$ cat src/rtl/lif_pkg.sv
// Shared types, address map, reset defaults and helpers
// for the time-multiplexed LIF neuron array.
package lif_pkg;

    typedef enum logic [1:0] {
        IDLE,
        RUN,
        DONE
    } state_e;

    localparam int ADDR_THETA  = 0;
    localparam int ADDR_SHIFT  = 1;
    localparam int ADDR_REFRAC = 2;
    localparam int N_CFG_REGS  = 3;

    localparam int SHIFT_BITS  = 3;

    localparam int RST_WEIGHT  = 1;
    localparam int RST_THETA   = 2;
    localparam int RST_SHIFT   = 0;
    localparam int RST_REFRAC  = 0;

    function automatic int width_of(input int n);
        return (n <= 1) ? 1 : $clog2(n);
    endfunction

    // Add and clamp to a signed range of the given bit width.
    function automatic logic signed [31:0] sat_add(
        input logic signed [31:0] a,
        input logic signed [31:0] b,
        input int                 bits
    );
        logic signed [31:0] s;
        logic signed [31:0] hi;
        logic signed [31:0] lo;
        s  = a + b;
        hi = (32'sd1 <<< (bits - 1)) - 32'sd1;
        lo = -hi - 32'sd1;
        if (s > hi) begin
            return hi;
        end
        if (s < lo) begin
            return lo;
        end
        return s;
    endfunction

endpackage

$ cat src/rtl/lif_neuron_array_update.sv
// Combinational single-neuron leak / integrate / fire datapath,
// shared by all neurons of the array.
module lif_update
    import lif_pkg::*;
#(
    parameter int N_INPUTS = 4,
    parameter int W_BITS   = 4,
    parameter int U_BITS   = 8,
    parameter int R_BITS   = 2
) (
    input  logic signed [U_BITS-1:0]          u_i,
    input  logic        [R_BITS-1:0]          rcnt_i,
    input  logic        [N_INPUTS*W_BITS-1:0] w_i,
    input  logic        [N_INPUTS-1:0]        x_i,
    input  logic signed [U_BITS-1:0]          theta_i,
    input  logic        [SHIFT_BITS-1:0]      shift_i,
    input  logic        [R_BITS-1:0]          refrac_i,
    output logic signed [U_BITS-1:0]          u_o,
    output logic        [R_BITS-1:0]          rcnt_o,
    output logic                              spike_o
);

    logic signed [31:0] u_ext;
    logic signed [31:0] leak;
    logic signed [31:0] ul;
    logic signed [31:0] sum;
    logic signed [31:0] th;
    logic signed [31:0] us;
    logic signed [31:0] ut;

    always_comb begin
        u_ext = 32'(u_i);
        th    = 32'(theta_i);
        leak  = (shift_i == '0) ? 32'sd0 : (u_ext >>> shift_i);
        ul    = u_ext - leak;

        sum = 32'sd0;
        for (int i = 0; i < N_INPUTS; i++) begin
            if (x_i[i]) begin
                sum = sum + 32'($signed(w_i[i*W_BITS +: W_BITS]));
            end
        end

        us = sat_add(ul, sum, U_BITS);
        ut = sat_add(us, -th, U_BITS);

        u_o     = ul[U_BITS-1:0];
        rcnt_o  = rcnt_i;
        spike_o = 1'b0;

        // Refractory neurons only leak; their inputs are discarded.
        if (rcnt_i != '0) begin
            rcnt_o = rcnt_i - R_BITS'(1);
        end else if (us >= th) begin
            spike_o = 1'b1;
            u_o     = ut[U_BITS-1:0];
            rcnt_o  = refrac_i;
        end else begin
            u_o = us[U_BITS-1:0];
        end
    end

endmodule

$ cat src/rtl/lif_neuron_array.sv
// Array of LIF neurons updated one per cycle through a shared
// datapath; config port is open only while idle.
module lif_neuron_array
    import lif_pkg::*;
#(
    parameter  int N_NEURONS = 4,
    parameter  int N_INPUTS  = 4,
    parameter  int W_BITS    = 4,
    parameter  int U_BITS    = 8,
    parameter  int R_BITS    = 2,
    localparam int NW        = N_NEURONS * N_INPUTS,
    localparam int A_W       = width_of(NW + N_CFG_REGS),
    localparam int S_W       = width_of(N_NEURONS)
) (
    input  logic                 clk,
    input  logic                 reset,
    input  logic                 cfg_valid,
    output logic                 cfg_ready,
    input  logic [A_W-1:0]       cfg_addr,
    input  logic [U_BITS-1:0]    cfg_data,
    input  logic [N_INPUTS-1:0]  x,
    input  logic                 step_valid,
    output logic                 step_ready,
    output logic [N_NEURONS-1:0] spikes,
    output logic                 spikes_valid,
    input  logic [S_W-1:0]       u_mon_sel,
    output logic [U_BITS-1:0]    u_mon
);

    state_e state_q, state_d;

    logic [S_W-1:0]       idx_q, idx_d;
    logic [N_INPUTS-1:0]  x_q, x_d;
    logic [N_NEURONS-1:0] acc_q, acc_d;
    logic [N_NEURONS-1:0] spikes_q, spikes_d;
    logic                 spikes_valid_q, spikes_valid_d;

    logic signed [U_BITS-1:0] u_q    [N_NEURONS];
    logic signed [U_BITS-1:0] u_d    [N_NEURONS];
    logic        [R_BITS-1:0] rcnt_q [N_NEURONS];
    logic        [R_BITS-1:0] rcnt_d [N_NEURONS];
    logic        [W_BITS-1:0] w_q    [NW];
    logic        [W_BITS-1:0] w_d    [NW];

    logic signed [U_BITS-1:0]     theta_q, theta_d;
    logic        [SHIFT_BITS-1:0] shift_q, shift_d;
    logic        [R_BITS-1:0]     refrac_q, refrac_d;

    logic signed [U_BITS-1:0]          sel_u;
    logic        [R_BITS-1:0]          sel_rcnt;
    logic        [N_INPUTS*W_BITS-1:0] sel_row;
    logic signed [U_BITS-1:0]          upd_u;
    logic        [R_BITS-1:0]          upd_rcnt;
    logic                              upd_spike;
    logic                              cfg_go;

    // Operand mux for the neuron currently addressed by idx.
    always_comb begin
        sel_u    = '0;
        sel_rcnt = '0;
        sel_row  = '0;
        for (int k = 0; k < N_NEURONS; k++) begin
            if (k == int'(idx_q)) begin
                sel_u    = u_q[k];
                sel_rcnt = rcnt_q[k];
                for (int i = 0; i < N_INPUTS; i++) begin
                    sel_row[i*W_BITS +: W_BITS] = w_q[k*N_INPUTS + i];
                end
            end
        end
    end

    lif_update #(
        .N_INPUTS (N_INPUTS),
        .W_BITS   (W_BITS),
        .U_BITS   (U_BITS),
        .R_BITS   (R_BITS)
    ) u_update (
        .u_i      (sel_u),
        .rcnt_i   (sel_rcnt),
        .w_i      (sel_row),
        .x_i      (x_q),
        .theta_i  (theta_q),
        .shift_i  (shift_q),
        .refrac_i (refrac_q),
        .u_o      (upd_u),
        .rcnt_o   (upd_rcnt),
        .spike_o  (upd_spike)
    );

    assign cfg_go = cfg_valid && (state_q == IDLE);

    always_comb begin
        state_d        = state_q;
        idx_d          = idx_q;
        x_d            = x_q;
        acc_d          = acc_q;
        spikes_d       = spikes_q;
        spikes_valid_d = 1'b0;
        u_d            = u_q;
        rcnt_d         = rcnt_q;
        w_d            = w_q;
        theta_d        = theta_q;
        shift_d        = shift_q;
        refrac_d       = refrac_q;

        if (cfg_go) begin
            for (int k = 0; k < NW; k++) begin
                if (int'(cfg_addr) == k) begin
                    w_d[k] = cfg_data[W_BITS-1:0];
                end
            end
            if (int'(cfg_addr) == NW + ADDR_THETA) begin
                theta_d = cfg_data;
            end
            if (int'(cfg_addr) == NW + ADDR_SHIFT) begin
                shift_d = cfg_data[SHIFT_BITS-1:0];
            end
            if (int'(cfg_addr) == NW + ADDR_REFRAC) begin
                refrac_d = cfg_data[R_BITS-1:0];
            end
        end

        unique case (state_q)
            IDLE: begin
                if (step_valid) begin
                    state_d = RUN;
                    idx_d   = '0;
                    x_d     = x;
                    acc_d   = '0;
                end
            end
            RUN: begin
                for (int k = 0; k < N_NEURONS; k++) begin
                    if (k == int'(idx_q)) begin
                        u_d[k]    = upd_u;
                        rcnt_d[k] = upd_rcnt;
                        acc_d[k]  = upd_spike;
                    end
                end
                // Publish on entry to DONE so the pulse lines up with it.
                if (idx_q == S_W'(N_NEURONS - 1)) begin
                    state_d        = DONE;
                    spikes_d       = acc_d;
                    spikes_valid_d = 1'b1;
                end else begin
                    idx_d = idx_q + S_W'(1);
                end
            end
            DONE: begin
                state_d = IDLE;
            end
            default: begin
                state_d = IDLE;
            end
        endcase
    end

    always_ff @(posedge clk) begin
        if (reset) begin
            state_q        <= IDLE;
            idx_q          <= '0;
            x_q            <= '0;
            acc_q          <= '0;
            spikes_q       <= '0;
            spikes_valid_q <= 1'b0;
            theta_q        <= U_BITS'(RST_THETA);
            shift_q        <= SHIFT_BITS'(RST_SHIFT);
            refrac_q       <= R_BITS'(RST_REFRAC);
            for (int k = 0; k < N_NEURONS; k++) begin
                u_q[k]    <= '0;
                rcnt_q[k] <= '0;
            end
            for (int k = 0; k < NW; k++) begin
                w_q[k] <= W_BITS'(RST_WEIGHT);
            end
        end else begin
            state_q        <= state_d;
            idx_q          <= idx_d;
            x_q            <= x_d;
            acc_q          <= acc_d;
            spikes_q       <= spikes_d;
            spikes_valid_q <= spikes_valid_d;
            theta_q        <= theta_d;
            shift_q        <= shift_d;
            refrac_q       <= refrac_d;
            u_q            <= u_d;
            rcnt_q         <= rcnt_d;
            w_q            <= w_d;
        end
    end

    always_comb begin
        u_mon = '0;
        for (int k = 0; k < N_NEURONS; k++) begin
            if (k == int'(u_mon_sel)) begin
                u_mon = u_q[k];
            end
        end
    end

    assign step_ready   = (state_q == IDLE);
    assign cfg_ready    = (state_q == IDLE);
    assign spikes       = spikes_q;
    assign spikes_valid = spikes_valid_q;

endmodule

$ cat config.mk
export PLATFORM = sky130hd
export DESIGN_NAME = lif_neuron_array
export DESIGN_NICKNAME = d
export VERILOG_FILES = /design/src/rtl/lif_pkg.sv /design/src/rtl/lif_neuron_array_update.sv /design/src/rtl/lif_neuron_array.sv
export SDC_FILE = /design/constraint.sdc
export NUM_CORES = 1
export LEC_CHECK = 0
export BUFFER_PORTS_ARGS = -buffer_cell sky130_fd_sc_hd__buf_2
export CORE_MARGIN = 1.5
export CORE_UTILIZATION = 48
export CTS_BUF_LIST = sky130_fd_sc_hd__clkbuf_8 sky130_fd_sc_hd__clkbuf_16
export DETAILED_ROUTE_END_ITERATION = 16
export SYNTH_ARGS = -nofsm -noshare
export SYNTH_HDL_FRONTEND = slang
export SYNTH_SLANG_ARGS = --single-unit
export TNS_END_PERCENT = 1
$ cat constraint.sdc
create_clock -name clk -period 24.8 [get_ports clk]
set_input_delay 3.72 -clock clk [delete_from_list [all_inputs] [get_ports clk]]
set_output_delay 3.72 -clock clk [all_outputs]
set_load 0.05 [all_outputs]
# Word-level counts from Yosys, hierarchy flattened
# Index checks and enable logic that the tools add are counted.
# Widths: inputs -> output; s select.
# totals
in_bits,23
regBits,134
out_inout_bits,15
# op_classes
shifts,1
n_reduce_logical,37
bitwise_logic,1
muxes,54
add_sub_neg,9
order_cmp,5
eq_ne,29
# ops
op,count
$mux 32,9
$mux 8,14
$add 32x4->32,3
$add 32x32->32,2
$gt 32x8->1 const B,2
$lt 32x8->1 const B,2
$mux 16,4
$eq 5x5->1 const B,11
$reduce_and 2->1,27
$ge 32x8->1,1
$neg 8->32,1
$sshr 8x3->32,1
$sub 8x32->32,1
$eq 5x4->1 const B,4
$mux 2,10
$mux 1,13
$eq 5x3->1 const B,2
$eq 2x2->1 const A,4
$pmux 2 s2,2
$pmux 4 s2,1
$logic_not 2->1,3
$eq 5x2->1 const B,1
$logic_not 5->1,1
$eq 1x2->1 const A,2
13 further kinds,15

# Longest topological paths before layout
# depth
depth_word,26
ltp_mapped,75
mapped_depth_nobuf,69

# Cells and area by module
# From an unflattened synthesis, not the netlist that was laid out.
# unflattened
cells_unflattened,2113
area_unflattened_um2,16004.1
# by_module_without_submodules
module,cells_each,seq_area_each_um2,area_per_inst_um2,instances
lif_update,1409,0.0,9669.3,1
lif_neuron_array,704,2662.6,6334.8,1

# Least setup slack after synthesis
# Ideal clock, no wire load.
# synth_path
path_type,register to register
from,reg idx_q[1]
to,reg u_q[0] in the netlist's numbering
arrival_ns,13.666
synth_period_minus_slack_ns,13.745
path_buffers,7
stages_incl_launch_ff,68
required_ns,24.721
setup_slack_ns,11.055
cell_sequence,dfxtp_1 > inv_1 > ha_1 > clkbuf_1 > clkbuf_1 > clkbuf_1 > clkbuf_1 > clkbuf_1 > a21oi_1 > nor2_1 > a21oi_1 > o21ai_0 > ha_1 > a21o_1 > a21o_1 > inv_1 > fa_1 > fa_1 > [... 32 more ...] > nor2_1 > clkbuf_1 > o21ai_0 > ha_1 > inv_1 > fa_1 > a211oi_1 > o211ai_1 > a31o_2 > a21o_1 > xnor2_1 > nor4_1 > nand4_1 > nor4_1 > a21oi_1 > nor4_1 > nor3_1 > a211oi_2
# synth_between
elab_chain_cells,26
elab_cells_between_ends,49
# synth_rtl
element,line_no,source
"start, declared",lif_neuron_array.sv:32,"logic [S_W-1:0] idx_q, idx_d;"
"start signal, assigned",lif_neuron_array.sv:179,idx_q <= idx_d;
$logic_not 2->1,lif_neuron_array.sv:63,if (k == int'(idx_q)) begin
$mux 16 (4 in a row),lif_neuron_array.sv:63,
$mux 32,lif_neuron_array_update.sv:39,if (x_i[i]) begin
$add 32x4->32,lif_neuron_array_update.sv:40,sum = sum + 32'($signed(w_i[i*W_BITS +: W_BITS]));
$mux 32,lif_neuron_array_update.sv:39,
$add 32x4->32,lif_neuron_array_update.sv:40,
$mux 32,lif_neuron_array_update.sv:39,
$add 32x4->32,lif_neuron_array_update.sv:40,
[... 6 more ...],n/a,
$mux 32,lif_pkg.sv:42,if (s < lo) begin
$add 32x32->32,lif_pkg.sv:36,s = a + b;
$lt 32x8->1,lif_pkg.sv:42,
$mux 1 (2 in a row),lif_pkg.sv:42,
$mux 8,lif_pkg.sv:45,return s;
$mux 8,lif_pkg.sv:42,
$mux 8,lif_neuron_array_update.sv:54,end else if (us >= th) begin
$mux 8,lif_neuron_array_update.sv:52,if (rcnt_i != '0) begin
"end signal, assigned",lif_neuron_array.sv:187,u_q <= u_d;
"end, declared",lif_neuron_array.sv:38,logic signed [U_BITS-1:0] u_q [N_NEURONS];
# Several ways; a longest one is shown, not always the timed one. The select of a mux whose other input is x is not followed.
# A chain may end at the register's enable or synchronous reset.

# Worst setup path after layout
# layout_path
from,reg idx_q[1]
to,reg u_q[24] in the netlist's numbering
# layout_between
elab_chain_cells,26
elab_cells_between_ends,49
# layout_rtl
element,line_no
$logic_not 2->1,"lif_neuron_array.sv:63, lif_neuron_array.sv:135"
$mux 16 (4 in a row),lif_neuron_array.sv:63
$mux 32,lif_neuron_array_update.sv:39
$add 32x4->32,lif_neuron_array_update.sv:40
$mux 32,lif_neuron_array_update.sv:39
$add 32x4->32,lif_neuron_array_update.sv:40
$mux 32,lif_neuron_array_update.sv:39
$add 32x4->32,lif_neuron_array_update.sv:40
[... 6 more ...],n/a
$mux 32,lif_pkg.sv:42
$add 32x32->32,lif_pkg.sv:36
$lt 32x8->1,lif_pkg.sv:42
$mux 1 (2 in a row),lif_pkg.sv:42
$mux 8,lif_pkg.sv:45
$mux 8,lif_pkg.sv:42
$mux 8,lif_neuron_array_update.sv:54
$mux 8,lif_neuron_array_update.sv:52
# Several ways; a longest one is shown, not always the timed one. The select of a mux whose other input is x is not followed.

==> reports/results.txt <==
Vias in the first global route - 14000
First drt pass iteration count - 5
Post-DP HPWL - 33.8 mm
Antenna diode count - 0
Antenna violations before repair - 0
Cells after DPL - 2521
Post-CTS Hold Fix Bufs - 0
CP max stage delay - 0.76 ns
Int Pwr - 0.00100 W
Critical-path maximum fanout - 57
Fin. max-slew vios - 0
Crit path buffers/inverters - 6
DRT iter0 DRCs - 1203
Via-to-Cell Ratio - 6.00
Area of the die - 0.0338 mm^2
Cell mode on critical path - a21o_1
Post-route DRC - 0
Register share of total power - 0.107
Tcrit/Tclk final - 0.634
Share of cells above drive strength 1 - 0.0701
TritonCTS Sinks - 133
Post-synthesis cell area - 0.0157 mm^2
Final setup TNS - 0 ns
Top cell type's share of synthesized area - 0.169
Yosys warns - 0
Die Wd - 184 um
Port-buffer cells - 37
Leading area contributor after synthesis - dfxtp_1
Relative slew slack - 0.278
Num rows - 66
Synth Area per Inst - 7.33 um^2
Status - finished clean
Pwr/cell area - 129 mW/mm^2
Final setup violation count - 0
Num CTS Buffers - 17
Slowest cell on crit path - o41ai_1
GPL Wtd Cong - 0.919
Worst-Margin Slew - 1.08 ns
Post-synth top flop - dfxtp_1
Critical path launch point type - register
Max-cap viol count - 0
Bufs on Longest Clock Path - 2
Commonest non-fill, non-tap cell in the layout - nor2_1
Global-route wire length before repair - 72.3 mm
Syn Inst Count - 2142
DR WL/cell - 17.5 um
Yosys reg bits - 133
Post-layout minimum cycle time - 15.73 ns
Top delay family on crit path - compound AO/OA/AOI/OAI gates
RSZ-0062 raised after global routing - no
Grt ovf - 0
Worst hold-check path type - reg -> reg
Worst Setup End Kind - register
Clk_lat worst skew - 0.42 ns
P_sw - 0.00115 W
CP required - 25.14 ns
Area grow syn2layout - 5.95%
Ys async rst share - 0
Switching part of the total - 0.534
Initial Util - 0.485
Combinational group share of total power - 0.771
CTS resizes - 0
Total number of vias - 15300
Synth cell types - 86
Syn_nets - 2326
Worst setup margin - 9.07 ns
Setup bufs post-CTS - 0
Core area - 0.0324 mm^2
Worst Skew - 0.0123 ns
WL final - 44.6 mm
TritonCTS clock tree - yes
Synth top area cells - dfxtp_1, ha_1, a21oi_1, nor2_1, nand2_1
Number of enable flip-flop cells after synthesis - 0
Worst setup path class - reg -> reg
Most frequent cells in the layout - nor2_1, nand2_1, a21oi_1
Peak VDD IR - 0.149 mV
Leakage - 7.33 nW
CTS root buffer - clkbuf_16
WP data arrival - 16.07 ns
ANT nets after route - 0
Ports - 38
Clk pin slew, worst setup/hold paths - 0.06 ns
Final Hold Viols - 0
Total GRT Usage - 0.263
Achievable Freq - 63.6 MHz
Place WS - 9.32 ns
Layout net count - 2282
Die Y - 184 um
Proportion of power drawn by the clock network - 0.122
Post-synthesis sequential area ratio - 0.169
H-tree Lvls - 4
Pin count of the biggest net entering global routing - 101
Final Instance Count excl. Fillers - 2553
==> kinds of logic (layout without fill, tap and decap cells) <==
| group | count (synthesis) | in the layout | share of synthesized area |
|---|---|---|---|
| and+or+nand+nor | 793 | 793 | 0.234 |
| xor gates and xnor gates | 125 | 125 | 0.0714 |
| AOI/OAI and AO/OA | 646 | 646 | 0.267 |
| buffers and inverters | 194 | 163 | 0.0532 |
| DFF | 133 | 133 | 0.169 |
| muxes | 90 | 90 | 0.0663 |
| adders and majority gates | 161 | 161 | 0.139 |
==> worst min-delay path, cell delays in order, from the launching register on <==
cell and delay (ns):
dfxtp_1 0.30, nand2_1 0.05, a21oi_1 0.05
==> state kept, by name, indices dropped and copies added (netlist names) <==
signal        flops
w_q              64
u_q              32
rcnt_q            8
theta_q           8
spikes            4
x_q               4
acc_q             3
shift_q           3
idx_q             2
refrac_q          2
state_q           2
spikes_valid      1
==> area by class of cell <==
class | instances | area [um^2]
multi-input combinational | 1815 | 12200
clock buffer | 18 | 439
fill | 3262 | 15700
inverter | 80 | 300
sequential | 133 | 2660
clock inverter | 14 | 174
timing repair buffer | 51 | 293
tap | 442 | 553
==> power by group through the flow <==
stage	Clock [W]	Combinational [W]	Sequential (W)
2_1_floorplan	0	0.00130	0.000232
5_1_grt	0.000278	0.00183	0.000231
3_5_place_dp	0	0.00163	0.000235
3_3_place_gp	0	0.00162	0.000234
6_report	0.000263	0.00166	0.000230
4_1_cts	0.000266	0.00164	0.000230
==> synthesized netlist by cell type (11+ instances only) <==
cell and n:
o211ai_1 17, nor3_1 46, nand3b_1 12, a31oi_1 18
fa_1 22, a211oi_1 37, xor2_1 34, dfxtp_1 133
o21bai_1 18, inv_1 79, o31ai_1 24, and2_1 13
nand4_1 29, o21ai_0 110, mux2_2 23, nor2b_1 26
or3_1 11, nand2b_1 29, clkbuf_1 85, a211o_1 21
xnor2_1 89, a21oi_1 204, a21o_1 92, mux2i_1 58
nor2_1 248, ha_1 139, and3_1 15, nand3_1 79
o21a_1 17, nor4_1 12, nand2_1 239
==> routing by layer <==
layer  up-vias  wire (um)  track usage
met4         0        584       0.0534
met2       396      20800        0.441
met5         -          0            0
li1       7644          -            -
met3        49       1840       0.0258
met1      7223      21400        0.365
==> per-stage QoR <==
step	util	cell area [um^2]	hold slack, ns	power (W)
6_report	0.514	16600	0.453	0.00215
2_1_floorplan	-	15700	0.431	0.00153
5_1_grt	0.514	16600	0.476	0.00234
3_5_place_dp	0.495	16000	0.446	0.00186
4_1_cts	0.514	16600	0.454	0.00213
3_3_place_gp	0.495	16000	0.441	0.00186
==> final timing paths <==
path,startpoint,endpoint,slack [ns],cells after the start
hold reg to reg,w_q[31]$_SDFFE_PP0P_,w_q[31]$_SDFFE_PP0P_,0.45,2
hold / removal,w_q[31]$_SDFFE_PP0P_,w_q[31]$_SDFFE_PP0P_,0.45,2
setup reg to reg,idx_q[1]$_SDFFE_PP0P_,u_q[24]$_SDFFE_PP0P_,9.07,61
setup / recovery,idx_q[1]$_SDFFE_PP0P_,u_q[24]$_SDFFE_PP0P_,9.07,61
(Power assumes the default switching activity.)
